===== src/rtl/ascon_round_ctrl_pkg.sv =====
`default_nettype none
// ascon_round_ctrl_pkg: operation codes, FSM states and round/pad constants
// shared by the Ascon round controller and its round counter. Rev 1.0
package ascon_round_ctrl_pkg;

  localparam int PAD_AW            = 4;
  localparam int ROUND_WIDTH       = 4;
  localparam int MAX_ROUNDS        = 12;
  localparam int PA_ROUNDS_DEFAULT = 12;
  localparam int PB_ROUNDS_DEFAULT = 6;

  // A 64-bit rate block holds 8 bytes; index 8 means no padding in this block.
  localparam logic [PAD_AW-1:0] PAD_FULL = PAD_AW'(8);

  typedef enum logic [3:0] {
    OP_NONE      = 4'd0,
    OP_INIT      = 4'd1,
    OP_INIT_KEY  = 4'd2,
    OP_AD_ABSORB = 4'd3,
    OP_PERM      = 4'd4,
    OP_DOMSEP    = 4'd5,
    OP_DATA      = 4'd6,
    OP_FINAL     = 4'd7,
    OP_TAG       = 4'd8
  } ascon_op_e;

  typedef enum logic [3:0] {
    ST_IDLE       = 4'd0,
    ST_INIT_LOAD  = 4'd1,
    ST_INIT_PERM  = 4'd2,
    ST_INIT_KEY   = 4'd3,
    ST_AD_WAIT    = 4'd4,
    ST_AD_ABSORB  = 4'd5,
    ST_AD_PERM    = 4'd6,
    ST_DOMSEP     = 4'd7,
    ST_MSG_WAIT   = 4'd8,
    ST_MSG_OUT    = 4'd9,
    ST_MSG_PERM   = 4'd10,
    ST_FINAL_KEY  = 4'd11,
    ST_FINAL_PERM = 4'd12,
    ST_TAG        = 4'd13
  } ctrl_state_e;

  // Reduced-round permutations use the tail of the 12-entry constant table.
  function automatic logic [ROUND_WIDTH-1:0] first_round(input int rounds);
    return ROUND_WIDTH'(MAX_ROUNDS - rounds);
  endfunction

endpackage
`default_nettype wire


===== src/rtl/ascon_round_cnt.sv =====
`default_nettype none
// ascon_round_cnt: loadable round-constant index counter with last-round flag,
// shared by the pa and pb permutation phases. Rev 1.0
module ascon_round_cnt
  import ascon_round_ctrl_pkg::*;
(
  input  logic                   clk,
  input  logic                   rst_n,
  input  logic                   clear,
  input  logic                   load,
  input  logic [ROUND_WIDTH-1:0] start_idx,
  input  logic                   step,
  output logic [ROUND_WIDTH-1:0] round,
  output logic                   done
);

  always_ff @(posedge clk) begin
    if (!rst_n || clear) begin
      round <= '0;
    end else if (load) begin
      round <= start_idx;
    end else if (step) begin
      round <= round + 1'b1;
    end
  end

  assign done = (round == ROUND_WIDTH'(MAX_ROUNDS - 1));

endmodule
`default_nettype wire


===== src/rtl/ascon_round_ctrl.sv =====
`default_nettype none
// ascon_round_ctrl: Ascon-128 AEAD phase sequencer driving ascon_round_unit.
// Optional abort input enabled by ASCON_CTRL_ABORT_EN. Rev 1.0
module ascon_round_ctrl
  import ascon_round_ctrl_pkg::*;
#(
  parameter int BLOCK_AW  = 8,
  parameter int PA_ROUNDS = PA_ROUNDS_DEFAULT,
  parameter int PB_ROUNDS = PB_ROUNDS_DEFAULT
) (
  input  logic                   clk,
  input  logic                   rst_n,
  input  logic                   start_i,
`ifdef ASCON_CTRL_ABORT_EN
  input  logic                   abort_i,
`endif
  output logic                   ready_o,
  input  logic                   decrypt_i,
  input  logic [BLOCK_AW-1:0]    ad_blocks_i,
  input  logic [BLOCK_AW-1:0]    msg_blocks_i,
  input  logic [PAD_AW-1:0]      ad_pad_idx_i,
  input  logic [PAD_AW-1:0]      msg_pad_idx_i,
  input  logic                   blk_valid_i,
  output logic                   blk_ready_o,
  output logic                   out_valid_o,
  input  logic                   out_ready_i,
  output logic                   tag_valid_o,
  output logic                   ru_en_o,
  output ascon_op_e              ru_op_o,
  output logic                   ru_decrypt_o,
  output logic [PAD_AW-1:0]      ru_pad_idx_o,
  output logic [BLOCK_AW-1:0]    ru_blk_no_o,
  output logic [ROUND_WIDTH-1:0] ru_round_o
);

  ctrl_state_e           state;
  ascon_op_e             op_r;
  logic                  ready_r, en_r, blk_ready_r, out_valid_r, tag_valid_r, decrypt_r;
  logic [BLOCK_AW-1:0]   ad_cnt, msg_cnt, blk_cnt;
  logic [PAD_AW-1:0]     ad_pad, msg_pad;

  logic                  abort_hit, msg_hs, in_ad, in_msg, in_perm, blk_last;
  logic                  rnd_load, rnd_step, rnd_clear, rnd_done;
  logic [ROUND_WIDTH-1:0] rnd_start, round;

`ifdef ASCON_CTRL_ABORT_EN
  assign abort_hit = abort_i && (state != ST_IDLE);
`else
  assign abort_hit = 1'b0;
`endif

  assign in_ad    = state inside {ST_AD_WAIT, ST_AD_ABSORB, ST_AD_PERM};
  assign in_msg   = state inside {ST_MSG_WAIT, ST_MSG_OUT, ST_MSG_PERM};
  assign in_perm  = state inside {ST_INIT_PERM, ST_AD_PERM, ST_MSG_PERM, ST_FINAL_PERM};
  // Equality (not <) so a full 2^BLOCK_AW-1 block count never wraps.
  assign blk_last = in_ad ? (blk_cnt == ad_cnt - 1'b1) : (blk_cnt == msg_cnt - 1'b1);
  // The output handshake must absorb in the same cycle, so it bypasses the registers.
  assign msg_hs   = (state == ST_MSG_OUT) && out_ready_i && !abort_hit;

  always_comb begin
    rnd_load  = 1'b0;
    rnd_start = first_round(PB_ROUNDS);
    case (state)
      ST_INIT_LOAD, ST_FINAL_KEY: begin
        rnd_load  = 1'b1;
        rnd_start = first_round(PA_ROUNDS);
      end
      ST_AD_ABSORB: rnd_load = 1'b1;
      ST_MSG_OUT:   rnd_load = msg_hs && !blk_last;
      default: ;
    endcase
  end

  assign rnd_step  = in_perm && !rnd_done;
  assign rnd_clear = abort_hit || (in_perm && rnd_done);

  ascon_round_cnt u_round_cnt (
    .clk       (clk),
    .rst_n     (rst_n),
    .clear     (rnd_clear),
    .load      (rnd_load),
    .start_idx (rnd_start),
    .step      (rnd_step),
    .round     (round),
    .done      (rnd_done)
  );

  always_ff @(posedge clk) begin
    if (!rst_n || abort_hit) begin
      state       <= ST_IDLE;
      ready_r     <= 1'b1;
      op_r        <= OP_NONE;
      en_r        <= 1'b0;
      blk_ready_r <= 1'b0;
      out_valid_r <= 1'b0;
      tag_valid_r <= 1'b0;
      decrypt_r   <= 1'b0;
      blk_cnt     <= '0;
      ad_cnt      <= '0;
      msg_cnt     <= '0;
      ad_pad      <= '0;
      msg_pad     <= '0;
    end else begin
      en_r        <= 1'b0;
      blk_ready_r <= 1'b0;
      case (state)
        ST_IDLE: if (start_i) begin
          decrypt_r   <= decrypt_i;
          ad_cnt      <= ad_blocks_i;
          msg_cnt     <= msg_blocks_i;
          ad_pad      <= ad_pad_idx_i;
          msg_pad     <= msg_pad_idx_i;
          tag_valid_r <= 1'b0;
          ready_r     <= 1'b0;
          state       <= ST_INIT_LOAD;
          op_r        <= OP_INIT;
          en_r        <= 1'b1;
        end
        ST_INIT_LOAD: begin
          state <= ST_INIT_PERM;
          op_r  <= OP_PERM;
          en_r  <= 1'b1;
        end
        ST_INIT_PERM: begin
          en_r <= 1'b1;
          if (rnd_done) begin
            state <= ST_INIT_KEY;
            op_r  <= OP_INIT_KEY;
          end
        end
        ST_INIT_KEY: begin
          if (ad_cnt != '0) begin
            state <= ST_AD_WAIT;
            op_r  <= OP_NONE;
          end else begin
            state <= ST_DOMSEP;
            op_r  <= OP_DOMSEP;
            en_r  <= 1'b1;
          end
        end
        ST_AD_WAIT: if (blk_valid_i) begin
          state       <= ST_AD_ABSORB;
          op_r        <= OP_AD_ABSORB;
          en_r        <= 1'b1;
          blk_ready_r <= 1'b1;
        end
        ST_AD_ABSORB: begin
          state <= ST_AD_PERM;
          op_r  <= OP_PERM;
          en_r  <= 1'b1;
        end
        ST_AD_PERM: begin
          en_r <= 1'b1;
          if (rnd_done) begin
            if (blk_last) begin
              blk_cnt <= '0;
              state   <= ST_DOMSEP;
              op_r    <= OP_DOMSEP;
            end else begin
              blk_cnt <= blk_cnt + 1'b1;
              state   <= ST_AD_WAIT;
              op_r    <= OP_NONE;
              en_r    <= 1'b0;
            end
          end
        end
        ST_DOMSEP: begin
          if (msg_cnt != '0) begin
            state <= ST_MSG_WAIT;
            op_r  <= OP_DATA;
          end else begin
            state <= ST_FINAL_KEY;
            op_r  <= OP_FINAL;
            en_r  <= 1'b1;
          end
        end
        ST_MSG_WAIT: if (blk_valid_i) begin
          state       <= ST_MSG_OUT;
          out_valid_r <= 1'b1;
        end
        ST_MSG_OUT: if (msg_hs) begin
          out_valid_r <= 1'b0;
          en_r        <= 1'b1;
          if (blk_last) begin
            blk_cnt <= '0;
            state   <= ST_FINAL_KEY;
            op_r    <= OP_FINAL;
          end else begin
            state <= ST_MSG_PERM;
            op_r  <= OP_PERM;
          end
        end
        ST_MSG_PERM: begin
          en_r <= 1'b1;
          if (rnd_done) begin
            blk_cnt <= blk_cnt + 1'b1;
            state   <= ST_MSG_WAIT;
            op_r    <= OP_DATA;
            en_r    <= 1'b0;
          end
        end
        ST_FINAL_KEY: begin
          state <= ST_FINAL_PERM;
          op_r  <= OP_PERM;
          en_r  <= 1'b1;
        end
        ST_FINAL_PERM: begin
          en_r <= 1'b1;
          if (rnd_done) begin
            state <= ST_TAG;
            op_r  <= OP_TAG;
          end
        end
        ST_TAG: begin
          state       <= ST_IDLE;
          op_r        <= OP_NONE;
          tag_valid_r <= 1'b1;
          ready_r     <= 1'b1;
          decrypt_r   <= 1'b0;
        end
        default: state <= ST_IDLE;
      endcase
    end
  end

  always_comb begin
    ru_pad_idx_o = PAD_FULL;
    if (state == ST_IDLE) begin
      ru_pad_idx_o = '0;
    end else if ((in_ad || in_msg) && blk_last) begin
      ru_pad_idx_o = in_ad ? ad_pad : msg_pad;
    end
  end

  assign ready_o      = ready_r;
  assign blk_ready_o  = blk_ready_r | msg_hs;
  assign out_valid_o  = out_valid_r;
  assign tag_valid_o  = tag_valid_r;
  assign ru_en_o      = en_r | msg_hs;
  assign ru_op_o      = op_r;
  assign ru_decrypt_o = decrypt_r;
  assign ru_blk_no_o  = blk_cnt;
  assign ru_round_o   = round;

endmodule
`default_nettype wire


===== config.mk =====
export PLATFORM = sky130hd
export DESIGN_NAME = ascon_round_ctrl
export DESIGN_NICKNAME = d
export VERILOG_FILES = /design/src/rtl/ascon_round_ctrl_pkg.sv /design/src/rtl/ascon_round_cnt.sv /design/src/rtl/ascon_round_ctrl.sv
export SDC_FILE = /design/constraint.sdc
export NUM_CORES = 1
export LEC_CHECK = 0
export CAP_MARGIN = 20
export CORE_ASPECT_RATIO = 1.2
export CORE_UTILIZATION = 53
export DETAILED_ROUTE_END_ITERATION = 10
export PLACE_DENSITY = 0.79
export SYNTH_ARGS = -nofsm -noshare
export SYNTH_HDL_FRONTEND = slang
export SYNTH_SLANG_ARGS = --single-unit

===== constraint.sdc =====
create_clock -name clk -period 4.6 [get_ports clk]
set_clock_uncertainty 0.1 [all_clocks]
set_input_delay 1.15 -clock clk [delete_from_list [all_inputs] [get_ports clk]]
set_output_delay 1.15 -clock clk [all_outputs]
set_load 0.05 [all_outputs]

==> results.json, run 1 <==
{
  "synth.distinct_cells": 60,
  "cellLeakagePower_nw": 1.38,
  "wl_per_cell_um": 14.6,
  "numPortBuffers": 55,
  "wl_met2_um": 3740,
  "synth_nets": 437,
  "final_common_cell": "nand2_1",
  "vias": 3182,
  "synthAdderAreaFrac_pct": 1.19,
  "syn_area_per_cell_um2": 7.79,
  "seqCellArea_um2": 1000,
  "hold_viol": 0,
  "drive_gt1_share_pct": 7.76,
  "setup_ws_ps": 167,
  "setup_viol": 0,
  "crit_path_start_kind": "flop",
  "final_cell_mix": "nand2_1, clkdlybuf4s50_1, dfxtp_1",
  "synth_top_family_by_area": "simple AND/OR/NAND/NOR gates",
  "muxShareOfSynthArea_pct": 4.49,
  "worst_ep_required_time_ps": 3350,
  "synth_seq_area_share_pct": 31.8,
  "grt.total_usage_pct": 25.5,
  "place_ws_ps": 268,
  "worstSkewPairLatency_ps": 300,
  "cts_tree": "done",
  "drv_slew": 0,
  "coreArea_um2": 5710,
  "grt_pass1_wl_um": 12900,
  "clk_pin_slew_worst_paths_ps": 90,
  "synth-compound-area-share_pct": 26.0,
  "die_area_um2": 6250,
  "nFillCells": 517,
  "route.met3.wl_um": 487,
  "dr.pass1.iters": 6,
  "syn_area_um2": 3150,
  "maxCapViolCount": 0,
  "syn_to_final_growth_pct": 24.5,
  "worst_pin_slew_ps": 1000,
  "outcome": "completed",
  "cts_sinks": 50,
  "vias_per_cell": 5.99,
  "fin_util_pct": 68.6,
  "final_antenna_net_count": 0,
  "path_max_fanout": 10,
  "die_width_um": 72.3,
  "ir_worst_vdd_v": 0.000201,
  "timing.slew.headroom_pct": 33.1,
  "fmax_mhz": 226,
  "grt_remaining_overflow": 0,
  "cp.arrival_ps": 3180,
  "hold_ws_ps": 358,
  "synthXorXnorAreaFrac_pct": 4.73,
  "hpwl_um": 5360,
  "gp_congestion": 0.895,
  "die_height_um": 86.4,
  "drtIter0Drc": 417,
  "endpoint_kind": "output pin",
  "antenna_found_initial": 0,
  "finalCriticalPeriod_ps": 4430,
  "highest-signal-layer": "met4",
  "async_flop_share_pct": 0,
  "numCtsBuffers": 5,
  "htreeDepth": 2,
  "grt_max_degree": 60,
  "synth-simple-area-share_pct": 27.3,
  "io_pins": 56,
  "drc": 0,
  "fin_nets": 484,
  "p_per_area_nw_per_um2": 411,
  "min_period_over_period_pct": 96.4,
  "n_antenna_cell": 0,
  "ys_warn_count": 0,
  "synth_ff_type": "dfxtp_1",
  "hold_path_class": "reg2reg",
  "grt_pass1_vias": 2783,
  "cts_root_buf": "clkbuf_8",
  "ys_ff_latch": 50,
  "wl_met1_um": 3400,
  "synthCells": 404,
  "synth_edf_count": 0,
  "rows": 30,
  "start_util_pct": 55.1,
  "routed_wl_um": 7730,
  "clockBufferDepth": 2,
  "path_class": "reg2out",
  "multi_input_area_um2": 2040
}
registers in the layout, indices dropped and copies added, names as in the netlist:
name and flops:
ad_cnt 8, msg_cnt 8, ru_blk_no_o 8, ad_pad 4, msg_pad 4, ru_op_o 4
state 4, u_round_cnt.round 4, blk_ready_r 1, en_r 1, out_valid_o 1, ready_o 1
ru_decrypt_o 1, tag_valid_o 1
timing repair:
action / in CTS / in global routing
endpoints found under the setup margin: 4 / 4
pin swaps: 0 / 2
hold buffers: 0 / 0
resized for setup: 1 / 5
buffers inserted: 0 / 3
power breakdown:
group	leakage, nW	switching [mW]	internal, mW
Clock	0.0373	0.144	0.105
Combinational	0.933	0.491	0.310
Sequential	0.408	0.0588	0.502
Total	1.38	0.693	0.917
cell usage after synthesis (all sizes together) (2+ instances only):
master | count | area [um^2]
o311a | 2 | 20.0
nor2 | 22 | 85.1
o31ai | 5 | 42.5
ha | 3 | 37.5
buf | 10 | 57.6
o211a | 3 | 30.0
xnor2 | 11 | 96.3
nor4 | 5 | 46.3
a31oi | 2 | 12.5
o211ai | 5 | 37.5
a2111oi | 4 | 47.6
nand4 | 3 | 18.8
nor4b | 2 | 17.5
a21oi | 18 | 93.8
nand2 | 79 | 297
mux2i | 13 | 130
inv | 3 | 11.3
clkinv | 2 | 7.51
a21o | 3 | 22.5
nor2b | 7 | 43.8
xor2 | 6 | 52.6
and2 | 5 | 31.3
a22oi | 5 | 37.5
or4 | 2 | 15.0
nand3b | 7 | 52.6
dfxtp | 50 | 1000
clkbuf | 17 | 63.8
a21boi | 32 | 240
nand4b | 2 | 17.5
o21ai | 13 | 68.8
and3 | 5 | 31.3
a211oi | 3 | 22.5
a32oi | 2 | 17.5
nand2b | 8 | 50.1
nor3 | 10 | 50.1
nand3 | 18 | 90.1
a211o | 3 | 26.3
through the flow:
stage	cells	instance area [um^2]	power [mW]	TNS, ps
after floorplan	404	3150	1.14	-1010
after global placement	520	3770	1.33	0
after detailed placement	520	3770	1.35	0
after CTS	527	3860	1.60	0
after global routing	531	3920	1.72	-24.3
final	531	3920	1.61	0
critical path: stages, from the launching register on:
cell and delay (ps):
dfxtp_1 330, and2_2 260, nor2_4 200, mux2i_1 220, ha_1 250, xor2_2 210, xor2_1 90, nor2_1 100
a22oi_1 120, nor4_4 380, o21ai_4 160, nor3_1 370, buf_12 190
area by class of cell:
cell class,instances,share of cell area [%]
clock buffer,6,1.85
clock inverter,1,0.192
inverter,5,0.479
multi-input combinational,322,52.0
sequential,50,25.6
tap,80,2.56
timing repair buffer,67,17.4
routing by layer:
layer	vias to the layer above	track usage (%)
li1	1543	-
met4	0	8.02
met5	-	0
met1	1489	35.5
met3	16	3.84
met2	134	40.5
kinds of logic (layout without fill, tap and decap cells):
kind of cell | Yosys count | after routing
AOI/OAI and AO/OA | 111 | 111
xor gates and xnor gates | 17 | 17
adders and majority gates | 3 | 3
buffers and inverters | 32 | 79
DFF | 50 | 50
muxes | 14 | 14
and+or+nand+nor | 177 | 177
path summary, 6_finish.rpt:
check                           startpoint              end  slack [ps]  cells past startpoint
worst max-delay path              state[1]  ru_pad_idx_o[2]         170                     12
worst min-delay path               ready_o          ready_o         360                      1
worst max register to register    state[1]       ru_op_o[1]        1320                     13
worst min register to register     ready_o          ready_o         360                      1
Power figures use the tool's default switching activity.
==> run 2: changes to the inputs <==
- CORE_UTILIZATION: 53 -> 35
- PLACE_DENSITY: 0.79 -> 0.56
==> run 2 against run 1 <==
Sequential power hardly changed; combinational power grew 1%; via count down 3.2%; sequential cell count unchanged; hold slack better by 0.62 ps; highest routed layer unchanged; cell count rose by 7.0%; clock power is 10% higher; fmax grew 1.6%.
==> results.json, run 2 (synthesis results as in run 1) <==
{
  "outcome": "completed",
  "path_cells": "and2_4, nor2_4, mux2i_2, ha_2, xor2_2, xor2_1, nor2_1, a22oi_1, nor4_4, o21ai_4, nor3_1, o21ai_1, buf_12",
  "fin_util_pct": 45.9,
  "n_antenna_cell": 0,
  "fin_setup_tns_ps": 0,
  "r2r_start": "state[0]",
  "cts_tree": "done",
  "die_height_um": 106,
  "clk_pin_slew_worst_paths_ps": 90,
  "min-delay-start": "ru_decrypt_o",
  "crit_buf_inv": 1,
  "worst_ep_required_time_ps": 3350,
  "ir_worst_vdd_v": 0.000180,
  "final_antenna_net_count": 0,
  "cts_sinks": 50,
  "fmax_mhz": 229,
  "timing.slew.headroom_pct": 30.8,
  "dr.pass1.iters": 4,
  "drtIter0Drc": 223,
  "multi_input_area_um2": 2040,
  "grt_max_degree": 60,
  "io_pins": 56,
  "fin_nets": 483,
  "gp_congestion": 0.824,
  "crit_slowest_cell": "nor4_4",
  "seqCellArea_um2": 1000,
  "slowest_delay_ps": 380,
  "hpwl_um": 5930,
  "drv_slew": 0,
  "endpoint_kind": "output pin",
  "finalCriticalPeriod_ps": 4360,
  "cp.arrival_ps": 3110,
  "clockBufferDepth": 2,
  "coreArea_um2": 8660,
  "nFillCells": 929,
  "cpLargestDelayFamily": "simple AND/OR/NAND/NOR gates",
  "cellLeakagePower_nw": 1.38,
  "vias": 3079,
  "worstSkewPairLatency_ps": 300,
  "maxCapViolCount": 0,
  "grt.total_usage_pct": 18.7,
  "cts_root_buf": "clkbuf_8",
  "final_common_cell": "nand2_1",
  "rows": 37,
  "hold_viol": 0,
  "wl_per_cell_um": 14.9,
  "antenna_found_initial": 0,
  "path_class": "reg2out",
  "grt_remaining_overflow": 0,
  "p_per_area_nw_per_um2": 414,
  "die_area_um2": 9370,
  "routed_wl_um": 8460,
  "final_cell_mix": "nand2_1, clkdlybuf4s50_1, dfxtp_1",
  "numPortBuffers": 55,
  "path_max_fanout": 10,
  "hold_path_class": "reg2reg",
  "dpl_cell_area_um2": 3830,
  "start_util_pct": 36.3,
  "crit_path_start_kind": "flop",
  "setup_viol": 0,
  "min_period_over_period_pct": 94.8,
  "rsz0062_at_grt": "no",
  "grt_pass1_vias": 2788,
  "die_width_um": 88.5,
  "startpoint": "state[0]",
  "grt_pass1_wl_um": 13800,
  "vias_per_cell": 5.42,
  "stdcell_area_um2": 3980,
  "drive_gt1_share_pct": 8.43,
  "worst_pin_slew_ps": 1040,
  "numCtsBuffers": 5,
  "drc": 0,
  "syn_to_final_growth_pct": 26.5,
  "htreeDepth": 2
}
-- run 2: changes by cell type in the layout (fill, tap and decap cells not counted), sizes merged --
cell	delta
buf	-1
clkinv	+1
-- run 2: layout make-up --
| type | instances | area share, % |
|---|---|---|
| repair buffers | 66 | 16.9 |
| flip-flops and latches | 50 | 25.2 |
| well taps | 117 | 3.68 |
| inverters | 5 | 0.472 |
| clock inverters | 2 | 0.315 |
| clock buffers | 6 | 2.08 |
| multi-input cells | 322 | 51.4 |
-- run 2: power breakdown --
part           internal, mW  switching [mW]  leakage [nW]
clock                 0.121           0.152        0.0472
combinational         0.314           0.499         0.928
sequential            0.502          0.0589         0.408
total                 0.937           0.710          1.38
-- run 2: worst paths after layout --
path                                to  slack (ps)  cells after the start
hold reg to reg           ru_decrypt_o         360                      2
setup reg to reg  u_round_cnt.round[3]        1320                     13
hold / removal            ru_decrypt_o         360                      2
setup / recovery       ru_pad_idx_o[3]         240                     13
-- run 2: per-layer routing --
layer  wire [um]  global-route usage (%)  vias up
met2        4010                    29.1       82
met5           0                       0        -
li1            -                       -     1551
met4          78                    4.84        0
met3         396                    2.66        9
met1        3980                    26.8     1437
-- run 2: timing repair --
action,4_1_cts,5_1_grt
endpoints found under the setup margin,1,4
setup buffers,0,1
resized for setup,0,9
pin swaps,0,2
cloned,0,0
hold buffers,0,0
-- run 2: tightest hold or removal path, stage by stage (launching register included) --
cell and delay, ps:
dfxtp_1 320, nand2_1 50, a21oi_1 50
-- run 2: metrics by stage --
stage / cells / worst slack (ps) / total power [mW] / hold WS (ps)
final: 568 / 239 / 1.65 / 359
after global routing: 568 / 46.1 / 1.76 / 382
after CTS: 566 / -5.40 / 1.65 / 364
after detailed placement: 558 / 371 / 1.37 / 350
after global placement: 558 / 480 / 1.36 / 339
after floorplan: 404 / -321 / 1.14 / 343
